===== src/rtl/multicycle_control_fsm.sv =====
// Control sequencer for a multicycle MIPS-style datapath.
// Memory wait states are bounded by a watchdog that aborts to ERROR.
module multicycle_control_fsm #(
  parameter int unsigned TIMEOUT = 15
) (
  input  logic       clk,
  input  logic       rst_n,
  input  logic [5:0] Opcode,
  input  logic       mem_ready,
  output logic       PCWrite,
  output logic       PCWriteCond,
  output logic       IorD,
  output logic       MemRead,
  output logic       MemWrite,
  output logic       IRWrite,
  output logic       MemToReg,
  output logic       RegDst,
  output logic       RegisterWrite,
  output logic       ALUSrcA,
  output logic [1:0] ALUSrcB,
  output logic [2:0] ALUOp,
  output logic [1:0] PCSource,
  output logic [3:0] state,
  output logic       instr_done,
  output logic       illegal_op,
  output logic       bus_err
);

  typedef enum logic [3:0] {
    FETCH     = 4'd0,
    DECODE    = 4'd1,
    MEM_ADDR  = 4'd2,
    MEM_READ  = 4'd3,
    MEM_WB    = 4'd4,
    MEM_WRITE = 4'd5,
    EXEC_R    = 4'd6,
    R_WB      = 4'd7,
    EXEC_I    = 4'd8,
    I_WB      = 4'd9,
    BRANCH    = 4'd10,
    JUMP      = 4'd11,
    ERROR     = 4'd12
  } state_t;

  localparam logic [5:0] OP_R    = 6'b000000;
  localparam logic [5:0] OP_LW   = 6'b100011;
  localparam logic [5:0] OP_SW   = 6'b101011;
  localparam logic [5:0] OP_SLTI = 6'b001010;
  localparam logic [5:0] OP_BEQ  = 6'b000100;
  localparam logic [5:0] OP_J    = 6'b000010;

  state_t     cur;
  state_t     nxt;
  state_t     dec_nxt;
  logic [7:0] cnt;
  logic [5:0] op_q;
  logic       tmo;

  assign tmo   = (cnt == 8'(TIMEOUT)) && !mem_ready;
  assign state = cur;

  always_comb begin
    dec_nxt = ERROR;
    unique case (1'b1)
      Opcode == OP_R:    dec_nxt = EXEC_R;
      Opcode == OP_LW:   dec_nxt = MEM_ADDR;
      Opcode == OP_SW:   dec_nxt = MEM_ADDR;
      Opcode == OP_SLTI: dec_nxt = EXEC_I;
      Opcode == OP_BEQ:  dec_nxt = BRANCH;
      Opcode == OP_J:    dec_nxt = JUMP;
      default:           dec_nxt = ERROR;
    endcase
  end

  always_comb begin
    nxt = FETCH;
    case (cur)
      FETCH:
        nxt = mem_ready ? DECODE : (tmo ? ERROR : FETCH);
      DECODE:
        nxt = dec_nxt;
      MEM_ADDR:
        nxt = (op_q == OP_LW) ? MEM_READ : MEM_WRITE;
      MEM_READ:
        nxt = mem_ready ? MEM_WB : (tmo ? ERROR : MEM_READ);
      MEM_WRITE:
        nxt = mem_ready ? FETCH : (tmo ? ERROR : MEM_WRITE);
      EXEC_R:  nxt = R_WB;
      EXEC_I:  nxt = I_WB;
      default: nxt = FETCH;
    endcase
  end

  // Any state change clears the wait counter; only wait states self-loop.
  always_ff @(posedge clk or negedge rst_n) begin
    if (!rst_n) begin
      cur  <= FETCH;
      cnt  <= '0;
      op_q <= '0;
    end else begin
      cur <= nxt;
      if (nxt != cur)
        cnt <= '0;
      else if (!mem_ready)
        cnt <= cnt + 8'd1;
      if (cur == DECODE)
        op_q <= Opcode;
    end
  end

  always_comb begin
    PCWrite       = 1'b0;
    PCWriteCond   = 1'b0;
    IorD          = 1'b0;
    MemRead       = 1'b0;
    MemWrite      = 1'b0;
    IRWrite       = 1'b0;
    MemToReg      = 1'b0;
    RegDst        = 1'b0;
    RegisterWrite = 1'b0;
    ALUSrcA       = 1'b0;
    ALUSrcB       = 2'b00;
    ALUOp         = 3'b000;
    PCSource      = 2'b00;
    instr_done    = 1'b0;
    illegal_op    = 1'b0;
    bus_err       = 1'b0;
    case (cur)
      FETCH: begin
        MemRead = 1'b1;
        ALUSrcB = 2'b01;
        IRWrite = mem_ready && rst_n;
        PCWrite = mem_ready && rst_n;
        bus_err = tmo;
      end
      DECODE: begin
        ALUSrcB    = 2'b11;
        illegal_op = (dec_nxt == ERROR);
      end
      MEM_ADDR: begin
        ALUSrcA = 1'b1;
        ALUSrcB = 2'b10;
      end
      MEM_READ: begin
        MemRead = 1'b1;
        IorD    = 1'b1;
        bus_err = tmo;
      end
      MEM_WB: begin
        RegisterWrite = 1'b1;
        MemToReg      = 1'b1;
        instr_done    = 1'b1;
      end
      // The abort cycle drops the write strobe so memory never commits.
      MEM_WRITE: begin
        IorD       = 1'b1;
        MemWrite   = !tmo;
        instr_done = mem_ready;
        bus_err    = tmo;
      end
      EXEC_R: begin
        ALUSrcA = 1'b1;
        ALUOp   = 3'b010;
      end
      R_WB: begin
        RegisterWrite = 1'b1;
        RegDst        = 1'b1;
        instr_done    = 1'b1;
      end
      EXEC_I: begin
        ALUSrcA = 1'b1;
        ALUSrcB = 2'b10;
        ALUOp   = 3'b111;
      end
      I_WB: begin
        RegisterWrite = 1'b1;
        instr_done    = 1'b1;
      end
      BRANCH: begin
        ALUSrcA     = 1'b1;
        ALUOp       = 3'b001;
        PCWriteCond = 1'b1;
        PCSource    = 2'b01;
        instr_done  = 1'b1;
      end
      JUMP: begin
        PCWrite    = 1'b1;
        PCSource   = 2'b10;
        instr_done = 1'b1;
      end
      default: ;
    endcase
  end

endmodule


===== config.mk =====
export PLATFORM = sky130hd
export DESIGN_NAME = multicycle_control_fsm
export DESIGN_NICKNAME = d
export VERILOG_FILES = /design/src/rtl/multicycle_control_fsm.sv
export SDC_FILE = /design/constraint.sdc
export NUM_CORES = 1
export LEC_CHECK = 0
export ABC_AREA = 1
export CAP_MARGIN = 20
export CELL_PAD_IN_SITES_DETAIL_PLACEMENT = 1
export CELL_PAD_IN_SITES_GLOBAL_PLACEMENT = 1
export CORE_MARGIN = 1
export CORE_UTILIZATION = 30
export CTS_BUF_LIST = sky130_fd_sc_hd__clkbuf_8
export DETAILED_ROUTE_END_ITERATION = 12
export GPL_TIMING_DRIVEN = 0
export PLACE_DENSITY_LB_ADDON = 0.3
export SYNTH_ARGS = -nofsm -noshare
export SYNTH_HDL_FRONTEND = slang
export SYNTH_SLANG_ARGS = --single-unit
export TNS_END_PERCENT = 30

===== constraint.sdc =====
create_clock -name clk -period 2.3 [get_ports clk]
set_input_delay 0.345 -clock clk [delete_from_list [all_inputs] [get_ports clk]]
set_output_delay 0.345 -clock clk [all_outputs]
set_load 0.005 [all_outputs]

==> metrics.yaml, run 1 <==
setup_path:
  critPathRequiredTime_ns: 1.96
  crit_type: "reg2out"
  cp_slowest_cell: "clkdlybuf4s50_1"
  arrival_ns: 1.88
  cp-end-kind: "output pin"
  cp_cell_sequence: "ha_2 > nand3_2 > nor3_2 > nand2_2 > inv_1 > clkdlybuf4s50_1"
  critPathLaunchType: "flop"
  slowest_delay_ns: 0.49
  cp_max_fo: 3
pwr:
  combPwrFrac_pct: 57.2
  clockPowerShare_pct: 15.1
  power_density_nw_per_um2: 1020
  p_int_uw: 1020
  p_total_uw: 1750
  seqPwrFrac_pct: 27.8
  peakVddDrop_v: 0.000352
  p_leak_uw: 0.000808
  switchingPower_uw: 728
  p_sw_share_pct: 41.6
sta:
  drv_slew: 0
  rsz0062_at_grt: "true"
  fin_crit_sh_pct: 96.6
  max_slew_margin_pct: 66.3
  hold_violations: 0
  finalWorstPathRequiredPeriod_ns: 2.22
  fin_skew_ns: 0.00682
  fmax_ghz: 0.450
  tightest_slew_ns: 0.506
  setup_violations: 0
final_layout:
  fillCellCount: 498
  utilization_pct: 45.7
  area_delta_synth_final_pct: 42.7
  nets: 224
  n_antenna_cell: 0
  drive_gt1_share_pct: 21.6
placed_design:
  io_buffers: 32
  dp_hpwl_mm: 2.66
  gp_congestion: 0.770
synthesis:
  syn_inst: 173
  syn_area_um2: 1210
  yosysWarnings: 0
  synth-seq-cells: 18
  syn_nets: 183
  syn_area_per_cell_um2: 6.97
  ys_seq_area_share_pct: 37.3
  ys_types: 25
route:
  vias: 1266
  drt_iter0_markers: 32
  routed_wl_mm: 3.51
  wl_per_cell_um: 13.5
  avgViaCountPerCell: 4.85
  drc: 0
  first_pass_iters: 6
  final_antenna_net_count: 0
clocking:
  cts_sinks: 18
  insertion_delay_ns: 0.26
  numCtsBuffers: 3
  cts_root_buf: "clkbuf_8"
  cts.htree.levels: 1
  clk_path_buf_depth: 2
  cts_tree: "yes"
  clkTransAtPathRegs_ns: 0.07
  cts_hold_buffers: 0
grt:
  grt_pass1_wl_mm: 5.87
  gr-total-overflow: 0
  grt_max_degree: 20
  grt_pass1_vias: 1347
  antenna_found_initial: 0
  globalRouteTotalUtil_pct: 18.1
floorplan:
  die-area_um2: 4280
  io_pins: 33
  start_util_pct: 32.0
  coreArea_um2: 3770
  die_h_um: 65.4
  die_width_um: 65.4
  rows: 22
outcome:
  status: "complete, no violations"
min_path:
  hold_path_class: "in2async"
run:
  max_cap_violations: 0
[flip-flops by register name, indices dropped and copies added, names as in the netlist]
register and cells:
op_q 6, cnt 8, state 4
[logic make-up after synthesis]
logic type,share of synthesized area (%)
compound gates,7.06
xor+xnor,3.63
fa+ha+maj,1.04
buf+inv,9.02
flops,37.3
simple gates,41.9
[cells in the mapped netlist (all sizes together)]
| master | number | area, um^2 |
|---|---|---|
| nor3 | 2 | 10.0 |
| clkinv | 1 | 3.75 |
| buf | 1 | 7.51 |
| nand3b | 1 | 7.51 |
| nand2 | 39 | 171 |
| inv | 26 | 97.6 |
| o221ai | 1 | 8.76 |
| ha | 1 | 12.5 |
| o21ai | 8 | 40.0 |
| nor2 | 45 | 214 |
| o21a | 1 | 7.51 |
| nand4 | 2 | 12.5 |
| nand3 | 18 | 90.1 |
| a31oi | 1 | 6.26 |
| xnor2 | 2 | 17.5 |
| o211ai | 1 | 7.51 |
| dfrtp | 18 | 450 |
| xor2 | 3 | 26.3 |
| o22ai | 1 | 6.26 |
| o2111ai | 1 | 8.76 |
[routing by layer]
layer,track usage (%),part of all wire (%),up-vias
met5,0,0,-
li1,-,-,623
met3,3.13,3.4,6
met4,7.07,1.9,0
met2,35.6,55,28
met1,18.4,39,609
[worst max-delay path: cells and delay by family (launching register included)]
kind,cells,cell delay (ns)
fa+ha+maj,1,0.24
simple gates,3,0.44
flops,1,0.39
buf+inv,2,0.56
[power groups by stage]
stage,sequential [uW],clock (uW),combinational (uW)
4_1_cts,476,272,991
3_3_place_gp,475,0,921
6_report,486,264,1000
2_1_floorplan,469,0,538
5_1_grt,497,287,1110
3_5_place_dp,480,0,945
[layout by cell type (no fill, tap or decap)]
master / n
nand2_1: 31
clkdlybuf4s50_1: 29
nor2_1: 28
inv_1: 22
nand3_1: 16
dfrtp_1: 15
nor2_2: 13
o21ai_0: 7
nand2_2: 6
buf_4: 5
inv_2: 4
nor2_4: 4
clkbuf_8: 4
xor2_1: 3
dfrtp_2: 3
nand3_2: 2
nand4_1: 2
nand2_4: 2
xnor2_1: 2
dlymetal6s2s_1: 2
clkinv_1: 1
o221ai_1: 1
nand3b_1: 1
nor3_2: 1
o21ai_1: 1
o2111ai_1: 1
o211ai_1: 1
nor3_1: 1
o22ai_1: 1
o21a_1: 1
a31oi_1: 1
ha_2: 1
clkdlybuf4s15_2: 1
[final cells by class]
cell class	instances	area [um^2]	share of cell area, %
multi-input combinational	127	687	39.9
sequential	18	454	26.4
timing repair buffer	36	357	20.7
inverter	27	101	5.89
tap	48	60.1	3.49
clock buffer	4	55.1	3.20
buffer	1	7.51	0.436
[final timing paths]
path | to | from | slack (ns) | depth (start not counted)
setup / recovery | bus_err | cnt[0]$_DFFE_PN0P_ | 0.08 | 6
hold / removal | op_q[5]$_DFFE_PN0P_ | rst_n | 0.14 | 1
setup reg to reg | cnt[3]$_DFFE_PN0P_ | state[1]$_DFF_PN0_ | 0.57 | 12
hold reg to reg | cnt[0]$_DFFE_PN0P_ | cnt[0]$_DFFE_PN0P_ | 0.48 | 1
max in group asynchronous | state[3]$_DFF_PN0_ | rst_n | 1.80 | 1
min in group clk | op_q[0]$_DFFE_PN0P_ | Opcode[0] | 0.42 | 3
[timing repair]
item                       4_1_cts  5_1_grt
setup endpoints to repair        5        6
resized for setup                8       13
setup buffers                    4        0
pin swaps                        3        1
[through the flow]
step	hold slack (ns)	setup slack, ns	cells	area [um^2]	setup TNS, ns
after floorplan	0.0494	0.708	173	1210	0
after global placement	0.461	-0.278	253	1590	-0.540
final	0.139	0.0779	261	1720	0
after detailed placement	0.467	-0.337	253	1590	-0.681
after global routing	0.167	-0.0214	261	1720	-0.0549
after CTS	0.155	0.0158	261	1690	0
(Power assumes the default switching activity.)
==> run 2: changes to the inputs <==
--- a/config.mk
+++ b/config.mk
@@ -6,15 +6,14 @@
 export NUM_CORES = 1
 export LEC_CHECK = 0
 export ABC_AREA = 1
-export CAP_MARGIN = 20
 export CELL_PAD_IN_SITES_DETAIL_PLACEMENT = 1
 export CELL_PAD_IN_SITES_GLOBAL_PLACEMENT = 1
 export CORE_MARGIN = 1
 export CORE_UTILIZATION = 30
-export CTS_BUF_LIST = sky130_fd_sc_hd__clkbuf_8
 export DETAILED_ROUTE_END_ITERATION = 12
 export GPL_TIMING_DRIVEN = 0
 export PLACE_DENSITY_LB_ADDON = 0.3
+export SLEW_MARGIN = 20
 export SYNTH_ARGS = -nofsm -noshare
 export SYNTH_HDL_FRONTEND = slang
 export SYNTH_SLANG_ARGS = --single-unit
==> results of run 2 <==
No change in the layout: final DEF, timing and power equal those of run 1.
==> run 3: changes to the inputs <==
--- a/config.mk
+++ b/config.mk
@@ -12,6 +12,7 @@
 export CORE_UTILIZATION = 30
 export DETAILED_ROUTE_END_ITERATION = 12
 export GPL_TIMING_DRIVEN = 0
+export MAX_ROUTING_LAYER = met4
 export PLACE_DENSITY_LB_ADDON = 0.3
 export SLEW_MARGIN = 20
 export SYNTH_ARGS = -nofsm -noshare
==> results of run 3 <==
No change in the layout: final DEF, timing and power equal those of run 1.
Main changes from that run: final weighted congestion in routability-driven placement 0.770 -> 0.781; overall routing resource usage 18.1% -> 18.5%
